--- src/rtl/controle_jogo.sv ---
// Naval-battle game sequencer: button debounce, placement/attack phases,
// save strobes to the matrix banks, shot/hit bookkeeping and win/lose.
module controle_jogo #(
   parameter int DEBOUNCE_CYCLES = 50000,
   parameter int N_SHIPS         = 3,
   parameter int MAX_SHOTS       = 15,
   parameter int HITS_TO_WIN     = 7
) (
   input  logic       clk,
   input  logic       reset,
   input  logic       botao,
   input  logic       power,
   input  logic       overlap,
   input  logic       hit,
   input  logic       already_shot,
   output logic       save_place,
   output logic       save_attack,
   output logic       clear_maps,
   output logic       place_error,
   output logic       shot_error,
   output logic [1:0] phase,
   output logic [2:0] ships_placed,
   output logic [4:0] shots_left,
   output logic [5:0] hits,
   output logic       win,
   output logic       lose
);

   typedef enum logic [1:0] {
      S_OFF    = 2'b00,
      S_PLACE  = 2'b01,
      S_ATTACK = 2'b10,
      S_END    = 2'b11
   } state_t;

   localparam int CW = (DEBOUNCE_CYCLES < 2) ? 1 : $clog2(DEBOUNCE_CYCLES + 1);
   localparam logic [CW-1:0] CNT_LAST = CW'(DEBOUNCE_CYCLES - 1);
   localparam logic [2:0] SHIPS_END = 3'(N_SHIPS);
   localparam logic [4:0] SHOTS_INIT = 5'(MAX_SHOTS);
   localparam logic [5:0] HITS_END = 6'(HITS_TO_WIN);

   state_t state, state_n;
   logic sync1, sync2, db;
   logic [CW-1:0] cnt;
   logic press;
   logic [2:0] ships_n;
   logic [4:0] shots_n;
   logic [5:0] hits_n;
   logic win_n, lose_n, sp_n, sa_n, pe_n, se_n, clr_n;

   always_ff @(posedge clk) begin
      if (reset) begin
         sync1 <= 1'b0;
         sync2 <= 1'b0;
         db    <= 1'b0;
         cnt   <= '0;
      end else begin
         sync1 <= botao;
         sync2 <= sync1;
         if (sync2 == db) begin
            cnt <= '0;
         end else if (cnt == CNT_LAST) begin
            db  <= sync2;
            cnt <= '0;
         end else begin
            cnt <= cnt + 1'b1;
         end
      end
   end

   // Press is flagged in the cycle whose closing edge raises db, so the
   // registered strobe appears right after that edge.
   assign press = sync2 & ~db & (cnt == CNT_LAST);

   always_comb begin
      state_n = state;
      ships_n = ships_placed;
      shots_n = shots_left;
      hits_n  = hits;
      win_n   = win;
      lose_n  = lose;
      sp_n    = 1'b0;
      sa_n    = 1'b0;
      pe_n    = 1'b0;
      se_n    = 1'b0;
      clr_n   = 1'b0;
      if (!power) begin
         state_n = S_OFF;
         ships_n = '0;
         shots_n = '0;
         hits_n  = '0;
         win_n   = 1'b0;
         lose_n  = 1'b0;
         clr_n   = 1'b1;
      end else begin
         unique case (state)
            S_OFF: begin
               state_n = S_PLACE;
               ships_n = '0;
               shots_n = SHOTS_INIT;
               hits_n  = '0;
            end
            S_PLACE: begin
               if (press) begin
                  if (overlap) begin
                     pe_n = 1'b1;
                  end else if (ships_placed < SHIPS_END) begin
                     sp_n    = 1'b1;
                     ships_n = ships_placed + 3'd1;
                     if (ships_n == SHIPS_END) state_n = S_ATTACK;
                  end
               end
            end
            S_ATTACK: begin
               if (press) begin
                  if (already_shot) begin
                     se_n = 1'b1;
                  end else if (shots_left != 5'd0) begin
                     sa_n    = 1'b1;
                     shots_n = shots_left - 5'd1;
                     if (hit && hits < HITS_END) hits_n = hits + 6'd1;
                     // A winning last shot takes priority over running out.
                     if (hits_n == HITS_END) begin
                        state_n = S_END;
                        win_n   = 1'b1;
                     end else if (shots_n == 5'd0) begin
                        state_n = S_END;
                        lose_n  = 1'b1;
                     end
                  end
               end
            end
            S_END: begin
               if (press) begin
                  clr_n   = 1'b1;
                  state_n = S_PLACE;
                  ships_n = '0;
                  shots_n = SHOTS_INIT;
                  hits_n  = '0;
                  win_n   = 1'b0;
                  lose_n  = 1'b0;
               end
            end
            default: state_n = S_OFF;
         endcase
      end
   end

   always_ff @(posedge clk) begin
      if (reset) begin
         state        <= S_OFF;
         ships_placed <= '0;
         shots_left   <= '0;
         hits         <= '0;
         win          <= 1'b0;
         lose         <= 1'b0;
         save_place   <= 1'b0;
         save_attack  <= 1'b0;
         place_error  <= 1'b0;
         shot_error   <= 1'b0;
         clear_maps   <= 1'b1;
      end else begin
         state        <= state_n;
         ships_placed <= ships_n;
         shots_left   <= shots_n;
         hits         <= hits_n;
         win          <= win_n;
         lose         <= lose_n;
         save_place   <= sp_n;
         save_attack  <= sa_n;
         place_error  <= pe_n;
         shot_error   <= se_n;
         clear_maps   <= clr_n;
      end
   end

   assign phase = state;

endmodule

--- config.mk ---
export PLATFORM = sky130hd
export DESIGN_NAME = controle_jogo
export DESIGN_NICKNAME = d
export VERILOG_FILES = /design/src/rtl/controle_jogo.sv
export SDC_FILE = /design/constraint.sdc
export NUM_CORES = 1
export LEC_CHECK = 0
export ABC_AREA = 1
export CELL_PAD_IN_SITES_DETAIL_PLACEMENT = 1
export CELL_PAD_IN_SITES_GLOBAL_PLACEMENT = 2
export CORE_MARGIN = 4
export CORE_UTILIZATION = 27
export CTS_CLUSTER_DIAMETER = 30
export CTS_CLUSTER_SIZE = 8
export DETAILED_ROUTE_END_ITERATION = 8
export GPL_ROUTABILITY_DRIVEN = 0
export PLACE_DENSITY_LB_ADDON = 0.1
export SLEW_MARGIN = 20
export SYNTH_ARGS = -nofsm -noshare
export SYNTH_HDL_FRONTEND = slang
export SYNTH_SLANG_ARGS = --single-unit
--- constraint.sdc ---
create_clock -name clk -period 1.55 [get_ports clk]
set_input_delay 0.465 -clock clk [delete_from_list [all_inputs] [get_ports clk]]
set_output_delay 0.465 -clock clk [all_outputs]
set_load 0.1 [all_outputs]
==> impl_metrics.py, run 1 <==
metrics = {
    "cts": {
        "h-tree-depth": 2,
        "cts_num_sinks": 42,
        "cts_hold_repair.buffers": 0,
        "worstSkewPairLatency_ps": 300,
        "buffer_cell_driving_the_clock_tree_root": "clkbuf_8",
        "worst_setup_hold_path_clk_slew_ps": 90,
        "cts_tree": "done",
        "cts_max_path_buffers": 2,
        "cts_made_buffers": 5,
    },
    "setup_path": {
        "timing.critical_path.to_type": "flop",
        "critical_path.startpoint_type": "flop",
        "reg2reg_setup_slack_ps": -60,
        "path_max_fanout": 6,
        "critPathSlowestCell": "dfxtp_2",
        "cp.arrival_ps": 1820,
        "timing.critical_path.buf_inv": 1,
        "rr_startpoint": "cnt[0]",
        "worstPathRequired_ps": 1760,
        "crit-reg2reg-capture": "hits[0]",
        "critical_path.top_delay_family": "simple AND/OR/NAND/NOR gates",
        "setup.worst_path.class": "reg2reg",
        "critical-path-max-stage-delay_ps": 370,
        "path_cells": "ha_4, nand3_4, nor2_4, nand3_4, nand2_4, nand2_4, nor2_8, buf_4, nand3_1, nand2_1, nor2_1",
        "reg2reg_depth": 11,
    },
    "worst_hold_path": {
        "hold-path-cell-count": 2,
        "holdCritStartpoint": "sync1",
        "hold_path_end": "sync2",
        "hold_path_class": "reg2reg",
    },
    "synth": {
        "post_synth_inst_count": 310,
        "synth.lib_cells_used.distinct": 32,
        "synthesis.area_mm2": 0.00218,
        "ys_seq_area_frac": 0.386,
        "synth.ff_latch_count": 42,
        "syn_avg_cell_area_um2": 7.03,
        "synth-warning-count": 0,
        "mappedNetlistNets": 329,
    },
    "layout": {
        "net_count_of_the_finished_layout": 429,
        "layout-area-overhead-vs-synth_pct": 75.5,
        "layout.cells.non_filler": 513,
        "final_layout_size_suffix_gt1_frac": 0.448,
        "post-route-util": 0.490,
        "n_antenna_cell": 0,
    },
    "grt": {
        "grt_max_degree": 15,
        "grt_pass1_wl_mm": 10.9,
        "gr-usage-all-layers": 0.138,
        "number_of_antenna_violations_at_the_first_check_in_global_routing": 0,
        "global_route.overflow_total": 0,
        "grt_pass1_vias": 2351,
    },
    "sta": {
        "fin_crit_ps": 1610,
        "finalSetupViolCount": 15,
        "setup_total_negative_slack_ps": -425,
        "finalCritPeriodShare": 1.04,
        "max_clock_freq_ghz": 0.620,
        "slew_worst_pin_ps": 308,
        "final.hold.worst_slack_ps": 413,
        "slew_violations": 0,
        "fin_worst_skew_ps": 8.11,
        "final.setup.worst_slack_ps": -62.7,
        "rsz0062_at_grt": "yes",
        "max-slew-margin-rel": 0.795,
        "final_hold_viol_count": 0,
    },
    "route": {
        "route.detailed.vias_per_inst": 4.41,
        "drt-wirelength-per-cell_um": 12.4,
        "route.vias.total": 2263,
        "initialDrtViolationCount": 56,
        "route.final.wire_length_mm": 6.34,
        "drc_errors": 0,
        "drt_first_pass_iters": 3,
        "detail-route-antenna-nets": 0,
    },
    "placement": {
        "dp_hpwl_mm": 4.92,
        "placedCellCount": 497,
        "portbufs": 29,
    },
    "die": {
        "site_rows": 32,
        "dieArea_mm2": 0.00957,
        "floorplan.die.height_um": 97.8,
        "io_pins": 30,
        "initial_core_utilization": 0.279,
        "die-width_um": 97.8,
        "core_area_mm2": 0.00781,
    },
    "power": {
        "switching_portion_of_total_power": 0.482,
        "power.leakage_nw": 1.64,
        "share_clk_of_total_power": 0.130,
        "combinationalPowerShare": 0.646,
        "power_per_cell_area_mw_per_mm2": 1700,
        "total_switching_power_mw": 3.13,
        "totalPowerFinal_mw": 6.48,
        "max-vdd-ir-drop_mv": 1.25,
        "p_int_mw": 3.36,
        "pwr-share-seq": 0.225,
    },
    "status": {
        "status": "finished with violations",
        "violations": "negative setup slack",
    },
    "flow_run": {
        "maxCapViolCount": 0,
    },
}
## power groups by stage
stage          Sequential, mW  Clock (mW)  Combinational (mW)
3_3_place_gp             1.47           0                3.88
2_1_floorplan            2.36           0                1.59
4_1_cts                  1.46       0.883                4.18
6_report                 1.46       0.841                4.19
3_5_place_dp             1.48           0                3.94
5_1_grt                  1.49       0.938                4.55
## cell families after synthesis
group | count (synthesis) | synth area share
compound gates | 36 | 0.0901
flops | 42 | 0.386
xor+xnor | 5 | 0.0201
simple gates | 167 | 0.350
fa+ha+maj | 12 | 0.0689
buf+inv | 48 | 0.0850
## worst max-delay path by stage
stage             startpoint       endpoint  cells after the start
6_report              cnt[0]        hits[0]                     11
5_1_grt              cnt[13]  shots_left[1]                     10
4_1_cts               cnt[0]        hits[1]                     11
3_5_place_dp             hit            win                     12
3_3_place_gp             hit            win                     12
2_1_floorplan  shots_left[1]           lose                     12
## synthesized netlist by cell type
master     n  area share
a211oi_1   1      0.0034
a21oi_1   15       0.034
a31oi_1    1      0.0029
and3_1     2      0.0057
clkbuf_1   3      0.0052
clkinv_1   2      0.0034
clkinv_4   1      0.0040
dfxtp_1   42        0.39
ha_1      12       0.069
inv_1     40       0.069
inv_2      2      0.0034
nand2_1   55       0.095
nand2_2    3      0.0086
nand2_4    2       0.010
nand3_1   28       0.064
nand3_2    1      0.0046
nand3b_1   1      0.0034
nand4_1    7       0.020
nor2_1    54       0.093
nor2_2     5       0.014
nor2_8     1      0.0092
nor3_1     4      0.0092
nor3b_1    2      0.0069
o211a_1    1      0.0046
o21a_1     2      0.0069
o21ai_0    9       0.021
o21ai_1    6       0.014
o21bai_1   1      0.0034
or2_1      1      0.0029
or2_2      1      0.0029
xnor2_1    1      0.0040
xor2_1     4       0.016
## stage by stage
step	instance area [µm²]	setup slack, ps
2_1_floorplan	2320	-98.5
3_3_place_gp	3420	-524
3_5_place_dp	3420	-683
4_1_cts	3710	-75.8
5_1_grt	3820	-195
6_report	3820	-62.7
## layout make-up
cell class / count / area [µm²]
Sequential cell: 42 / 898
Fill cell: 956 / 3980
Inverter: 45 / 189
Clock inverter: 2 / 12.5
Clock buffer: 6 / 93.8
Multi-Input combinational cell: 220 / 1450
Tap cell: 102 / 128
Timing Repair Buffer: 96 / 1050
## routing by layer
layer,share of wire,global-route usage,up-vias
li1,-,-,1191
met1,0.47,0.179,1041
met2,0.49,0.229,25
met3,0.036,0.0379,6
met4,0.011,0.0319,0
met5,0,0,-
## layout by cell type (no fill, tap or decap), types with 5 or more instances in the layout
cell type         n
dfxtp_2          10
nor2_4            7
ha_1              7
clkdlybuf4s50_1   5
inv_1            33
nand4_1           7
nand3_4           5
nand2_4           5
nor2_1           45
a21oi_1          14
nor2_2            7
ha_4              5
nand2_1          45
o21ai_0           5
o21ai_1           8
buf_4            63
inv_4             6
nand3_1          20
buf_12           25
nand2_2           9
dfxtp_4          12
dfxtp_1          20
clkbuf_8          5
## flip-flops by register name, summed over array words and instances (netlist names), 2 cells and up
signal,count
ships_placed,3
cnt,16
hits,6
phase,2
shots_left,5
## worst min-delay path, cell delays in order (launching register included)
cell     delay [ps]
dfxtp_1         310
inv_1            40
nor2_1           30
## repair_timing
action	CTS	global route
buffers inserted	6	2
gates resized for setup	36	29
gates cloned	0	0
pin swaps	17	10
endpoints found under the setup margin	21	29
Note: power is estimated with default switching activity, not from simulation.
==> run 2, diff against run 1 <==
CORE_MARGIN = 5   (was 4)
clock period = 1.3 ns   (was 1.55 ns; I/O delays follow)
==> impl_metrics.py, run 2 (same netlist as run 1, synthesis figures left out) <==
metrics = {
    "route": {
        "drt-wirelength-per-cell_um": 13.6,
        "detail-route-antenna-nets": 0,
        "drt_first_pass_iters": 4,
        "initialDrtViolationCount": 53,
        "route.detailed.vias_per_inst": 4.52,
        "drc_errors": 0,
        "route.final.wire_length_mm": 7.46,
        "route.vias.total": 2476,
    },
    "grt": {
        "global_route.overflow_total": 0,
        "grt_max_degree": 14,
        "gr-usage-all-layers": 0.158,
        "grt_pass1_wl_mm": 12.7,
        "number_of_antenna_violations_at_the_first_check_in_global_routing": 0,
        "grt_pass1_vias": 2713,
    },
    "setup_path": {
        "critical_path.startpoint_type": "flop",
        "cp.arrival_ps": 1880,
        "setup.worst_path.class": "reg2reg",
        "path_max_fanout": 4,
        "worstPathRequired_ps": 1480,
        "timing.critical_path.to_type": "flop",
    },
    "placement": {
        "portbufs": 29,
        "placedCellCount": 514,
        "dp_hpwl_mm": 5.14,
    },
    "power": {
        "combinationalPowerShare": 0.715,
        "p_int_mw": 4.74,
        "power.leakage_nw": 1.91,
        "switching_portion_of_total_power": 0.479,
        "share_clk_of_total_power": 0.096,
        "total_switching_power_mw": 4.35,
        "pwr-share-seq": 0.189,
        "power_per_cell_area_mw_per_mm2": 2060,
        "max-vdd-ir-drop_mv": 1.38,
    },
    "sta": {
        "slew_worst_pin_ps": 260,
        "slew_violations": 0,
        "final.setup.worst_slack_ps": -396,
        "fin_worst_skew_ps": 6.01,
        "final.hold.worst_slack_ps": 420,
        "finalSetupViolCount": 47,
        "fin_crit_ps": 1700,
        "finalCritPeriodShare": 1.30,
        "max_clock_freq_ghz": 0.590,
        "rsz0062_at_grt": "yes",
        "max-slew-margin-rel": 0.825,
        "final_hold_viol_count": 0,
    },
    "layout": {
        "num-fill-cells": 930,
        "net_count_of_the_finished_layout": 464,
        "top_register": "cnt",
        "final_layout_size_suffix_gt1_frac": 0.608,
        "commonest_cells_after_routing_fill_and_taps_aside": "66 x buf_4, 39 x nand2_1, 35 x nor2_1",
        "post-route-util": 0.565,
        "layout.cells.non_filler": 548,
        "layout-area-overhead-vs-synth_pct": 102,
        "largest_register_ffs": 16,
        "leading_cell_type_in_the_layout_fill_and_taps_excluded": "buf_4",
        "largest_registers": "cnt: 16 flops, hits: 6 flops, shots_left: 5 flops",
        "n_antenna_cell": 0,
    },
    "cts": {
        "worst_setup_hold_path_clk_slew_ps": 90,
        "cts_made_buffers": 5,
        "h-tree-depth": 2,
        "cts_num_sinks": 42,
        "buffer_cell_driving_the_clock_tree_root": "clkbuf_8",
        "cts_max_path_buffers": 2,
        "cts_tree": "done",
        "cts_hold_repair.buffers": 0,
        "worstSkewPairLatency_ps": 300,
    },
    "die": {
        "floorplan.die.height_um": 99.8,
        "core_area_mm2": 0.00781,
        "initial_core_utilization": 0.279,
        "io_pins": 30,
        "dieArea_mm2": 0.00997,
        "die-width_um": 99.8,
        "site_rows": 32,
    },
    "worst_hold_path": {
        "hold_path_class": "reg2reg",
    },
    "status": {
        "status": "finished with violations",
        "violations": "negative setup slack",
    },
    "flow_run": {
        "maxCapViolCount": 0,
    },
}
## run 2: layout make-up
class                   instances  area (µm²)  share of cell area
flip-flops and latches         42         916               0.208
repair buffers                131        1450               0.328
clock buffers                   6        72.6              0.0165
multi-input cells             220        1630               0.370
inverters                      45         199              0.0451
clock inverters                 2        13.8             0.00312
well taps                     102         128              0.0290
## run 2: path summary, 6_finish.rpt
check / cells past startpoint / start / slack [ps] / endpoint
max: 10 / ships_placed[0] / -400 / phase[1]
min: 2 / sync1 / 420 / sync2
max reg2reg: 10 / ships_placed[0] / -400 / phase[1]
min reg2reg: 2 / sync1 / 420 / sync2
## run 2: metal layers
| metal | GRT usage | wire length (µm) | part of all wire | up-vias |
|---|---|---|---|---|
| met5 | 0 | 0 | 0 | - |
| met4 | 0.0431 | 80 | 0.011 | 0 |
| met3 | 0.0299 | 193 | 0.026 | 6 |
| met2 | 0.293 | 3930 | 0.53 | 25 |
| met1 | 0.183 | 3260 | 0.44 | 1175 |
| li1 | - | - | - | 1270 |
## run 2: timing repair
item                                    4_1_cts  5_1_grt
pin swaps                                    44       32
hold endpoints to repair                      0        0
cloned                                        0        0
buffers inserted                             21       10
endpoints found under the setup margin       57       56
resized for setup                           102       45
## run 2: critical path: stages, from the launching register on
cell	delay, ps
dfxtp_4	350
ha_1	200
or2_1	220
nand3_2	100
nand3_2	100
nor2_4	160
nand2_4	60
nor2_4	150
nand3_2	90
nand2_1	90
nor2_1	60
## run 2: metrics by stage
stage          TNS (ps)  power [mW]  worst slack (ps)  instance area [µm²]
4_1_cts           -6690        8.70              -295                 4230
3_3_place_gp     -12170        6.68              -693                 3630
3_5_place_dp     -12980        6.77              -780                 3630
6_report          -7550        9.09              -396                 4410
5_1_grt          -12330        9.69              -483                 4410
2_1_floorplan     -4460        4.82              -346                 2400
## run 2: power groups by stage
stage	logic, mW	clock network [mW]	registers, mW
after global placement	4.95	0	1.73
after CTS	6.06	0.916	1.72
after global routing	6.96	0.978	1.75
final	6.50	0.877	1.72
after floorplan	2.00	0	2.82
after detailed placement	5.04	0	1.74
==> run 3, diff against run 2 <==
CORE_UTILIZATION = 33   (was 27)
clock period = 2 ns   (was 1.3 ns; I/O delays follow)
==> impl_metrics.py, run 3 (same netlist as run 1, synthesis figures left out) <==
metrics = {
    "die": {
        "io_pins": 30,
        "initial_core_utilization": 0.341,
        "site_rows": 29,
        "dieArea_mm2": 0.00833,
        "floorplan.die.height_um": 91.3,
        "core_area_mm2": 0.00639,
        "die-width_um": 91.3,
    },
    "status": {
        "status": "completed",
    },
    "sta": {
        "finalSetupViolCount": 0,
        "max_clock_freq_ghz": 0.536,
        "final_hold_viol_count": 0,
        "finalCritPeriodShare": 0.932,
        "max-slew-margin-rel": 0.707,
        "final.setup.worst_slack_ps": 136,
        "fin_worst_skew_ps": 11.6,
        "fin_crit_ps": 1860,
        "slew_worst_pin_ps": 436,
        "slew_violations": 0,
    },
    "setup_path": {
        "path_max_fanout": 4,
        "cp.arrival_ps": 2050,
        "reg2reg_depth": 10,
        "setup.worst_path.class": "in2reg",
        "critical_path.startpoint_type": "input pin",
        "worstPathRequired_ps": 2190,
        "timing.critical_path.to_type": "flop",
    },
    "cts": {
        "cts_max_path_buffers": 2,
        "buffer_cell_driving_the_clock_tree_root": "clkbuf_8",
        "worstSkewPairLatency_ps": 290,
        "h-tree-depth": 2,
        "post_cts_resize_count": 0,
        "worst_setup_hold_path_clk_slew_ps": 80,
        "cts_hold_repair.buffers": 0,
        "cts_tree": "done",
        "cts_made_buffers": 5,
        "cts_num_sinks": 42,
        "cts.repair_timing.setup_buffer_count": 0,
    },
    "placement": {
        "setup_slack_at_placement_ps": -306,
        "portbufs": 29,
        "dp_hpwl_mm": 4.36,
    },
    "route": {
        "route.vias.total": 2064,
        "drt_first_pass_iters": 4,
        "detail-route-antenna-nets": 0,
        "route.final.wire_length_mm": 5.54,
        "route.detailed.vias_per_inst": 4.73,
        "drt-wirelength-per-cell_um": 12.7,
        "initialDrtViolationCount": 26,
        "drc_errors": 0,
    },
    "layout": {
        "net_count_of_the_finished_layout": 377,
        "n_antenna_cell": 0,
        "final_layout_size_suffix_gt1_frac": 0.223,
        "num-fill-cells": 799,
        "leading_cell_type_in_the_layout_fill_and_taps_excluded": "nand2_1",
        "largest_registers": "cnt: 16 flops, hits: 6 flops, shots_left: 5 flops",
        "top_register": "cnt",
        "largest_register_ffs": 16,
        "commonest_cells_after_routing_fill_and_taps_aside": "54 x nand2_1, 52 x nor2_1, 40 x inv_1",
        "post-route-util": 0.481,
        "layout-area-overhead-vs-synth_pct": 40.9,
    },
    "power": {
        "totalPowerFinal_mw": 4.39,
        "power_per_cell_area_mw_per_mm2": 1430,
        "max-vdd-ir-drop_mv": 0.990,
        "switching_portion_of_total_power": 0.489,
        "p_int_mw": 2.24,
        "combinationalPowerShare": 0.585,
        "power.leakage_nw": 1.32,
        "total_switching_power_mw": 2.15,
        "pwr-share-seq": 0.261,
        "share_clk_of_total_power": 0.155,
    },
    "grt": {
        "groute.layer.met3.usage": 0.0298,
        "grt_max_degree": 14,
        "global_route.overflow_total": 0,
        "gr-usage-all-layers": 0.136,
        "grt_pass1_wl_mm": 9.56,
        "grt_pass1_vias": 2065,
        "grt-busiest-layer": "met2",
        "global_route.usage.met1": 0.184,
        "grt_util_met2": 0.218,
        "number_of_antenna_violations_at_the_first_check_in_global_routing": 0,
    },
    "flow_run": {
        "maxCapViolCount": 0,
    },
    "worst_hold_path": {
        "hold_path_class": "reg2reg",
        "hold-path-cell-count": 2,
    },
}
[run 3: final cells by class]
class | count | area, µm² | area share
Multi-Input combinational cell | 220 | 1200 | 0.391
Sequential cell | 42 | 858 | 0.279
Timing Repair Buffer | 44 | 633 | 0.206
Inverter | 45 | 174 | 0.0566
Tap cell | 77 | 96.3 | 0.0314
Clock buffer | 6 | 72.6 | 0.0236
Clock inverter | 2 | 36.3 | 0.0118
[run 3: routing by layer]
metal	share of wire	vias to the layer above	wire, µm
met4	0.0094	0	52
met2	0.45	24	2520
met1	0.49	946	2740
li1	-	1090	-
met5	0	-	0
met3	0.041	4	228
[run 3: stage by stage]
step / setup TNS, ps / instance area, µm² / instances / hold WS [ps]
after floorplan: 0 / 2200 / 310 / 388
after global placement: -824 / 2920 / 428 / 389
after detailed placement: -1130 / 2920 / 428 / 404
after CTS: 0 / 3020 / 436 / 417
after global routing: -39.2 / 3070 / 436 / 429
final: 0 / 3070 / 436 / 412
[run 3: worst max-delay path, cell delays in order]
cell and delay (ps):
clkdlybuf4s50_1 450, inv_1 60, nor2_4 110, nand3_2 100, nand2_2 90, nand2_1 60, nor2_2 120, nand4_1 150
nand2_1 120, nand3_1 70, nand2_1 70, nor2_1 30
[run 3: worst paths after layout]
kind | start | to | slack, ps
setup / recovery | hit | win | 140
hold / removal | sync1 | sync2 | 410
setup reg to reg | cnt[0] | shots_left[2] | 200
hold reg to reg | sync1 | sync2 | 410
[run 3: power by group through the flow]
stage,logic [mW],registers (mW),clock network [mW]
after global placement,2.52,1.15,0
after detailed placement,2.56,1.16,0
final,2.57,1.15,0.678
after CTS,2.57,1.14,0.716
after floorplan,1.11,1.77,0
after global routing,2.82,1.17,0.732
